===== config.mk =====
export PLATFORM = sky130hd
export DESIGN_NAME = sdram_frame_sched
export DESIGN_NICKNAME = d
export VERILOG_FILES = /design/src/rtl/sdram_frame_sched.sv
export SDC_FILE = /design/constraint.sdc
export NUM_CORES = 1
export LEC_CHECK = 0
export ABC_AREA = 1
export ABC_CLOCK_PERIOD_IN_PS = 3300
export CORE_MARGIN = 5
export CORE_UTILIZATION = 40
export CTS_CLUSTER_SIZE = 24
export DETAILED_ROUTE_END_ITERATION = 7
export PLACE_DENSITY_LB_ADDON = 0.08
export SLEW_MARGIN = 10
export SYNTH_ARGS = -nofsm -noshare
export SYNTH_HDL_FRONTEND = slang
export SYNTH_SLANG_ARGS = --single-unit
export TNS_END_PERCENT = 30

===== constraint.sdc =====
create_clock -name sysclk_100M -period 3.3 [get_ports sysclk_100M]
set_input_delay 0.495 -clock sysclk_100M [delete_from_list [all_inputs] [get_ports sysclk_100M]]
set_output_delay 0.495 -clock sysclk_100M [all_outputs]
set_load 0.05 [all_outputs]

===== src/rtl/sdram_frame_sched.sv =====
// sdram_frame_sched
//    Schedules SDRAM burst requests for a triple-buffered video frame store.
//    Write bursts drain the write FIFO into the write buffer; read bursts
//    refill the read FIFO from the read buffer. A completed write frame is
//    handed to the reader through ready_bank. If no newer frame has arrived,
//    the reader repeats the one it already has.
//
// Ports
//    sysclk_100M     sole clock
//    rst             asynchronous reset, active-high
//    w_fifo_count    write-FIFO read-side level
//    r_fifo_count    read-FIFO write-side level
//    wr_frame_start  pulse: restart the write frame at address 0
//    wr_req/rd_req   burst requests to the arbiter
//    wr_ack/rd_ack   pulse: arbiter accepted the burst
//    wr_done/rd_done pulse: burst finished
//    burst_addr      start word address of the requested burst
//    burst_ba        bank (buffer index) of the requested burst
//    frame_done      pulse: a write frame completed
//    wr_bank/rd_bank current write / read buffer
//    frame_valid     at least one complete frame has been written
//
// state   | meaning
// --------+-----------------------------------------------
// IDLE    | no burst outstanding, arbitrating write vs read
// WR_REQ  | wr_req high, waiting for wr_ack
// WR_BUSY | write burst in flight, waiting for wr_done
// RD_REQ  | rd_req high, waiting for rd_ack
// RD_BUSY | read burst in flight, waiting for rd_done

module sdram_frame_sched #(
   parameter int CNT_W       = 10,
   parameter int ADDR_W      = 22,
   parameter int BURST_LEN   = 256,
   parameter int FRAME_WORDS = 307200,
   parameter int WR_THRESH   = 512,
   parameter int RD_THRESH   = 512
) (
   input  logic              sysclk_100M,
   input  logic              rst,
   input  logic [CNT_W-1:0]  w_fifo_count,
   input  logic [CNT_W-1:0]  r_fifo_count,
   input  logic              wr_frame_start,
   output logic              wr_req,
   input  logic              wr_ack,
   input  logic              wr_done,
   output logic              rd_req,
   input  logic              rd_ack,
   input  logic              rd_done,
   output logic [ADDR_W-1:0] burst_addr,
   output logic [1:0]        burst_ba,
   output logic              frame_done,
   output logic [1:0]        wr_bank,
   output logic [1:0]        rd_bank,
   output logic              frame_valid
);

   typedef enum logic [2:0] {IDLE, WR_REQ, WR_BUSY, RD_REQ, RD_BUSY} state_t;

   localparam logic [ADDR_W-1:0] BURST_A = ADDR_W'(BURST_LEN);
   localparam logic [ADDR_W-1:0] FRAME_A = ADDR_W'(FRAME_WORDS);
   localparam logic [CNT_W-1:0]  WR_TH   = CNT_W'(WR_THRESH);
   localparam logic [CNT_W-1:0]  RD_TH   = CNT_W'(RD_THRESH);
   localparam logic              LAST_WR = 1'b0;
   localparam logic              LAST_RD = 1'b1;

   state_t            state;
   logic [1:0]        ready_bank;
   logic              fresh;
   logic              last_served;
   logic              start_pend;
   logic [ADDR_W-1:0] wr_addr;
   logic [ADDR_W-1:0] rd_addr;

   logic              wr_pend;
   logic              rd_pend;
   logic              in_wr_phase;
   logic [ADDR_W-1:0] wr_addr_nxt;
   logic [ADDR_W-1:0] rd_addr_nxt;

   assign wr_pend     = (w_fifo_count >= WR_TH);
   assign rd_pend     = frame_valid && (r_fifo_count <= RD_TH);
   assign in_wr_phase = (state == WR_REQ) || (state == WR_BUSY);
   assign wr_addr_nxt = wr_addr + BURST_A;
   assign rd_addr_nxt = rd_addr + BURST_A;

   always_ff @(posedge sysclk_100M or posedge rst) begin
      if (rst) begin
         state       <= IDLE;
         wr_req      <= 1'b0;
         rd_req      <= 1'b0;
         burst_addr  <= '0;
         burst_ba    <= 2'd0;
         frame_done  <= 1'b0;
         wr_bank     <= 2'd0;
         rd_bank     <= 2'd2;
         ready_bank  <= 2'd1;
         fresh       <= 1'b0;
         frame_valid <= 1'b0;
         last_served <= LAST_RD;
         start_pend  <= 1'b0;
         wr_addr     <= '0;
         rd_addr     <= '0;
      end else begin
         frame_done <= 1'b0;

         // A restart outside a write burst takes effect at once; during a
         // burst it is held until that burst's data has landed.
         if (wr_frame_start && !in_wr_phase)
            wr_addr <= '0;
         else if (wr_frame_start)
            start_pend <= 1'b1;

         case (state)
            IDLE: begin
               if (wr_pend && (!rd_pend || last_served == LAST_RD)) begin
                  state      <= WR_REQ;
                  wr_req     <= 1'b1;
                  burst_addr <= wr_frame_start ? '0 : wr_addr;
                  burst_ba   <= wr_bank;
               end else if (rd_pend) begin
                  state      <= RD_REQ;
                  rd_req     <= 1'b1;
                  burst_addr <= rd_addr;
                  // Start of a read frame: pick up the newest finished frame
                  // if there is one, otherwise repeat the current buffer.
                  if (rd_addr == '0 && fresh) begin
                     rd_bank    <= ready_bank;
                     ready_bank <= rd_bank;
                     fresh      <= 1'b0;
                     burst_ba   <= ready_bank;
                  end else begin
                     burst_ba   <= rd_bank;
                  end
               end
            end

            WR_REQ: begin
               if (wr_ack) begin
                  wr_req      <= 1'b0;
                  state       <= WR_BUSY;
                  last_served <= LAST_WR;
               end
            end

            WR_BUSY: begin
               if (wr_done) begin
                  state <= IDLE;
                  if (start_pend || wr_frame_start) begin
                     wr_addr    <= '0;
                     start_pend <= 1'b0;
                  end else if (wr_addr_nxt == FRAME_A) begin
                     wr_addr     <= '0;
                     ready_bank  <= wr_bank;
                     // The only index not used by the old writer or the reader.
                     wr_bank     <= 2'd3 - wr_bank - rd_bank;
                     fresh       <= 1'b1;
                     frame_valid <= 1'b1;
                     frame_done  <= 1'b1;
                  end else begin
                     wr_addr <= wr_addr_nxt;
                  end
               end
            end

            RD_REQ: begin
               if (rd_ack) begin
                  rd_req      <= 1'b0;
                  state       <= RD_BUSY;
                  last_served <= LAST_RD;
               end
            end

            RD_BUSY: begin
               if (rd_done) begin
                  state   <= IDLE;
                  rd_addr <= (rd_addr_nxt == FRAME_A) ? '0 : rd_addr_nxt;
               end
            end

            default: state <= IDLE;
         endcase
      end
   end

endmodule


==> flow_metrics.tcl, run 1 <==
set metrics [dict create \
    outcome "complete, no violations" \
    grt_pass1_vias 3611 \
    grt_max_degree 33 \
    totalPowerFinal_mw 2.61 \
    clock-sinks 76 \
    dpl_cell_area_sq_um 4810 \
    drive_gt1_share_pct 8.37 \
    post_cts_resized 0 \
    synth_top_family_by_area "simple AND/OR/NAND/NOR gates" \
    seq_power_share_pct 42.2 \
    drc 0 \
    fillerInstances 1043 \
    drt_iter0_markers 217 \
    numCtsBuffers 9 \
    gp_congestion 0.854 \
    hpwl_mm 7.91 \
    static-leakage-power_nw 2.32 \
    crit_type "in2reg" \
    synth-xor-area-share_pct 2.53 \
    drtPass1Iterations 5 \
    htreeDepth 3 \
    startpoint_type "input port" \
    clock_skew_ns 0.00396 \
    max_cap_viol_count 0 \
    final_cell_area_sq_um 5000 \
    fp.dieH_um 112 \
    setup_viol 0 \
    swShare_pct 37.9 \
    period_minus_slack_ns 2.34 \
    tns_ns 0 \
    ys_seq_area_share_pct 45.9 \
    path_max_fanout 9 \
    max_freq_mhz 428 \
    crit_arrival_ns 2.58 \
    clk_path_buf_depth 2 \
    fin_crit_sh_pct 70.8 \
    cts_hold_buf 0 \
    wirelength_mm 10.3 \
    die_x_um 112 \
    antenna_found_initial 0 \
    synthAdderAreaFrac_pct 1.81 \
    postCtsSetupBuffers 0 \
    intPower_mw 1.62 \
    synth.distinct_cells 32 \
    max_slew.worst_pin.slew_ns 0.701 \
    syn_to_final_growth_pct 20.3 \
    track_usage_pct 17.3 \
    final_hold_viol_count 0 \
    pwr-share-comb_pct 30.6 \
    floorplan.rows 37 \
    grt.overflow.total 0 \
    final_nets 638 \
    yosysTopAreaCell "dfrtp_1" \
    final_antenna_net_count 0 \
    cp_data_required_time_ns 3.55 \
    coreArea_sq_um 10200 \
    synth_top_area_share_pct 44.0 \
    start_util_pct 40.6 \
    synthMuxAreaShare_pct 0.753 \
    clk_pin_slew_worst_paths_ns 0.08 \
    wl_per_cell_um 13.8 \
    timing.final.max_slew_violations 0 \
    synth.cell_area_sq_um 4160 \
    cts_tree "built" \
    io_buffers 49 \
    p_sw_uw 989 \
    grt_pass1_wl_mm 17.7 \
    syn_inst 551 \
    cts_root_buf "clkbuf_8" \
    die_area_sq_um 12500 \
    diodes 0 \
    end_kind "flop" \
    relSlewSlack_pct 53.1 \
    placed_cells 730 \
    rsz0062_at_grt "no" \
    boundaryPins 59 \
    num_vias 3659 \
    synth_compound_area_share_pct 8.34 \
    hp-class "reg2reg" \
    clkPwrFrac_pct 27.2 \
    ys.warnings.count 0 \
    via_per_inst 4.91 \
    synth_seq_cells 76 \
    power_density_nw_per_um2 522 \
    clk_latency_ns 0.35 \
    synthSimpleGateAreaFrac_pct 33.4 \
    syn_avg_cell_area_sq_um 7.54 \
    synth_fp_nets 584 \
    stdcell_count 745 \
    vdd_drop_max_mv 0.363 \
    synth_area_leaders "dfrtp_1 44%, nand2_1 15%, inv_1 5.4%" \
]
==> final timing paths <==
kind	start	endpoint	slack, ns	cells past startpoint
max	r_fifo_count[3]	ready_bank[1]	0.96	13
min	burst_addr[0]	burst_addr[0]	0.47	2
max reg2reg	wr_addr[9]	wr_addr[5]	1.10	10
min reg2reg	burst_addr[0]	burst_addr[0]	0.47	2
max in group asynchronous	rst	ready_bank[0]	1.85	3
min in group asynchronous	rst	burst_addr[0]	0.57	2
==> power by group through the flow <==
stage	Combinational, mW	Sequential [mW]	Clock [mW]
6_report	0.798	1.10	0.710
2_1_floorplan	0.416	1.24	0
3_5_place_dp	0.803	1.12	0
3_3_place_gp	0.792	1.12	0
5_1_grt	0.894	1.12	0.777
4_1_cts	0.806	1.10	0.734
==> stage by stage <==
step / utilization (%) / hold WS [ns] / setup WS, ns
final: 48.8 / 0.471 / 0.963
after global routing: 48.8 / 0.498 / 0.659
after CTS: 48.8 / 0.477 / 0.931
after detailed placement: 47.0 / 0.458 / 0.556
after global placement: 47.0 / 0.455 / 0.606
after floorplan: - / 0.454 / 0.872
==> final cells by class <==
cell class | instances | area [sq um] | share of cell area [%]
tap | 136 | 170 | 3.41
clock buffer | 11 | 141 | 2.83
timing repair buffer | 56 | 543 | 10.9
sequential | 76 | 1910 | 38.1
inverter | 64 | 240 | 4.81
clock inverter | 4 | 50.0 | 1.00
multi-input combinational | 398 | 1950 | 39.0
==> cell usage in the layout, fill, tap and decap left out, types with 10 or more instances in the layout <==
master,instances
clkdlybuf4s50_1,49
nand3_1,44
dfrtp_1,73
o21ai_0,39
nand2_1,165
nor2_1,48
inv_1,59
nand4_1,13
xor2_1,10
nor3_1,23
clkbuf_8,10
==> cell families (layout without fill, tap and decap cells) <==
group	count (synthesis)	after routing
xor gates and xnor gates	12	12
buffers and inverters	77	135
adders and majority gates	6	6
and+or+nand+nor	315	315
AOI/OAI and AO/OA	62	62
muxes	3	3
DFF	76	76
==> sequential cells by signal, summed over array words and instances, names as in the netlist <==
register and count:
last_served 1, wr_req 1, ready_bank 2, frame_done 1
rd_req 1, burst_ba 2, start_pend 1, burst_addr 22
fresh 1, state 3, wr_addr 22, rd_bank 2
rd_addr 14, frame_valid 1, wr_bank 2
==> critical path, stage by stage <==
cell	delay, ns
clkdlybuf4s50_1	0.46
nor2_1	0.04
and2_0	0.14
nand2_1	0.06
nand2_1	0.07
nand3_1	0.07
nand2_1	0.17
nor2_1	0.59
nor2_1	0.14
nand2_1	0.15
nand2_1	0.09
nand2_1	0.06
nand2_1	0.04
==> layer usage <==
metal | routed length (um) | up-vias | track usage [%]
li1 | - | 1872 | -
met1 | 4980 | 1722 | 23.8
met2 | 4770 | 54 | 27.5
met3 | 420 | 11 | 3.70
met4 | 124 | 0 | 5.19
met5 | 0 | - | 0
==> synth_stat cells <==
cell type and instances:
o21bai_1 2, dfrtp_1 73, o21ai_0 39, inv_1 60
clkbuf_1 7, ha_1 6, inv_2 3, a21boi_1 7
nand3_1 44, nand2_2 8, o22ai_1 2, nand4_1 13
xnor2_1 2, mux2i_1 2, and2_0 1, o21ai_1 5
nor2_4 4, nor3_1 23, nand4_4 1, a21oi_1 3
dfstp_2 3, a21boi_0 3, nor2_2 7, clkinv_1 1
nand2_1 165, buf_2 5, nor2_1 48, o21ai_2 1
xor2_1 10, or2_2 1, mux2_2 1, buf_6 1
Power figures use the tool's default switching activity.
==> inputs of run 2 (changes only) <==
ABC_CLOCK_PERIOD_IN_PS = 2200   (was 3300)
clock period = 2.2 ns   (was 3.3 ns; I/O delays follow)
==> flow_metrics.tcl, run 2 (same netlist as run 1, synthesis figures left out) <==
set metrics [dict create \
    outcome "complete, no violations" \
    clock-sinks 76 \
    path_max_fanout 5 \
    grt_pass1_wl_mm 17.2 \
    crit_buf_inv 1 \
    stdcell_count 753 \
    mostFrequentLayoutCell "nand2_1" \
    drtPass1Iterations 4 \
    totalPowerFinal_mw 4.22 \
    drt_iter0_markers 167 \
    cts_root_buf "clkbuf_8" \
    cp_data_required_time_ns 1.87 \
    crit_family "buffers and inverters" \
    dp_slack_ns 0.0559 \
    max_slew.worst_pin.slew_ns 0.515 \
    final_cell_area_sq_um 5160 \
    tns_ns 0 \
    drc 0 \
    drive_gt1_share_pct 9.89 \
    fillerInstances 1032 \
    grt_pass1_vias 3495 \
    gp_congestion 0.858 \
    grt.overflow.total 0 \
    setup_viol 0 \
    boundaryPins 59 \
    die_x_um 112 \
    reg_top3 "burst_addr: 22 flops, wr_addr: 22 flops, rd_addr: 14 flops" \
    wirelength_mm 10.2 \
    cts_tree "built" \
    hp-class "in2async" \
    numCtsBuffers 9 \
    power_density_nw_per_um2 817 \
    clk_pin_slew_worst_paths_ns 0.08 \
    path_cells "clkdlybuf4s50_1" \
    fin_ws_ns 0.0935 \
    floorplan.rows 37 \
    static-leakage-power_nw 2.40 \
    start_util_pct 40.6 \
    via_per_inst 4.82 \
    final_cell_mix "165 x nand2_1, 73 x dfrtp_1, 59 x inv_1" \
    max_cap_viol_count 0 \
    fp.dieH_um 112 \
    diodes 0 \
    num_vias 3631 \
    postCtsSetupBuffers 0 \
    fin_crit_sh_pct 95.7 \
    hpwl_mm 7.65 \
    clk_path_buf_depth 2 \
    final_hold_viol_count 0 \
    clk_latency_ns 0.36 \
    final_antenna_net_count 0 \
    timing.final.max_slew_violations 0 \
    end_kind "primary output" \
    coreArea_sq_um 10200 \
    crit_type "reg2out" \
    crit_arrival_ns 1.78 \
    wl_per_cell_um 13.6 \
    track_usage_pct 16.8 \
    htreeDepth 3 \
    slowest_stage "clkdlybuf4s50_1" \
    grt_max_degree 77 \
    period_minus_slack_ns 2.11 \
    dpl_cell_area_sq_um 4900 \
    io_buffers 49 \
    post_cts_resized 0 \
    startpoint_type "flop" \
    syn_to_final_growth_pct 24.3 \
    vdd_drop_max_mv 0.487 \
    relSlewSlack_pct 65.6 \
    rsz0062_at_grt "no" \
    clock_skew_ns 0.00979 \
    max_freq_mhz 475 \
    placed_cells 737 \
    slowest_delay_ns 0.83 \
    cts_hold_buf 0 \
    die_area_sq_um 12500 \
    antenna_found_initial 0 \
    final_nets 645 \
]
[run 2: cell types whose count changed in the layout (fill, tap and decap cells not counted), moves of 2 or more]
cell | previous run | this run
buf_4 | 7 | 11
buf_12 | 0 | 3
bufinv_16 | 1 | 3
inv_6 | 0 | 2
nor2_2 | 7 | 5
nor2_4 | 4 | 6
[run 2: power by group]
part	switching [mW]	internal [mW]
Sequential	0.104	1.54
Clock	0.567	0.762
Combinational	0.859	0.391
Total	1.53	2.69
[run 2: worst paths after layout]
kind / startpoint / endpoint / slack, ns / cells after the start
max: rd_bank[1] / rd_bank[1] / 0.09 / 1
min: rst / burst_addr[7] / 0.43 / 3
max reg2reg: wr_addr[8] / frame_valid / 0.19 / 9
min reg2reg: burst_addr[4] / burst_addr[4] / 0.47 / 2
max in group asynchronous: rst / ready_bank[0] / 1.40 / 3
min in group sysclk_100M: burst_addr[4] / burst_addr[4] / 0.47 / 2
[run 2: layout make-up]
| class | count | area (sq um) | area share (%) |
|---|---|---|---|
| multi-input cells | 398 | 1970 | 38.1 |
| well taps | 136 | 170 | 3.29 |
| inverters | 64 | 244 | 4.72 |
| clock buffers | 9 | 124 | 2.40 |
| clock inverters | 7 | 121 | 2.35 |
| flip-flops and latches | 76 | 1910 | 36.9 |
| repair buffers | 63 | 633 | 12.3 |
[run 2: through the flow]
step / hold WS, ns / util [%]
2_1_floorplan: 0.454 / -
3_3_place_gp: 0.456 / 47.9
3_5_place_dp: 0.460 / 47.9
4_1_cts: 0.451 / 50.3
5_1_grt: 0.469 / 50.5
6_report: 0.428 / 50.5
[run 2: per-layer routing]
metal / wire [um] / vias to the layer above / GRT usage [%]
li1: - / 1881 / -
met1: 5010 / 1679 / 23.5
met2: 4700 / 61 / 26.3
met3: 395 / 10 / 3.15
met4: 127 / 0 / 5.60
met5: 0 / - / 0
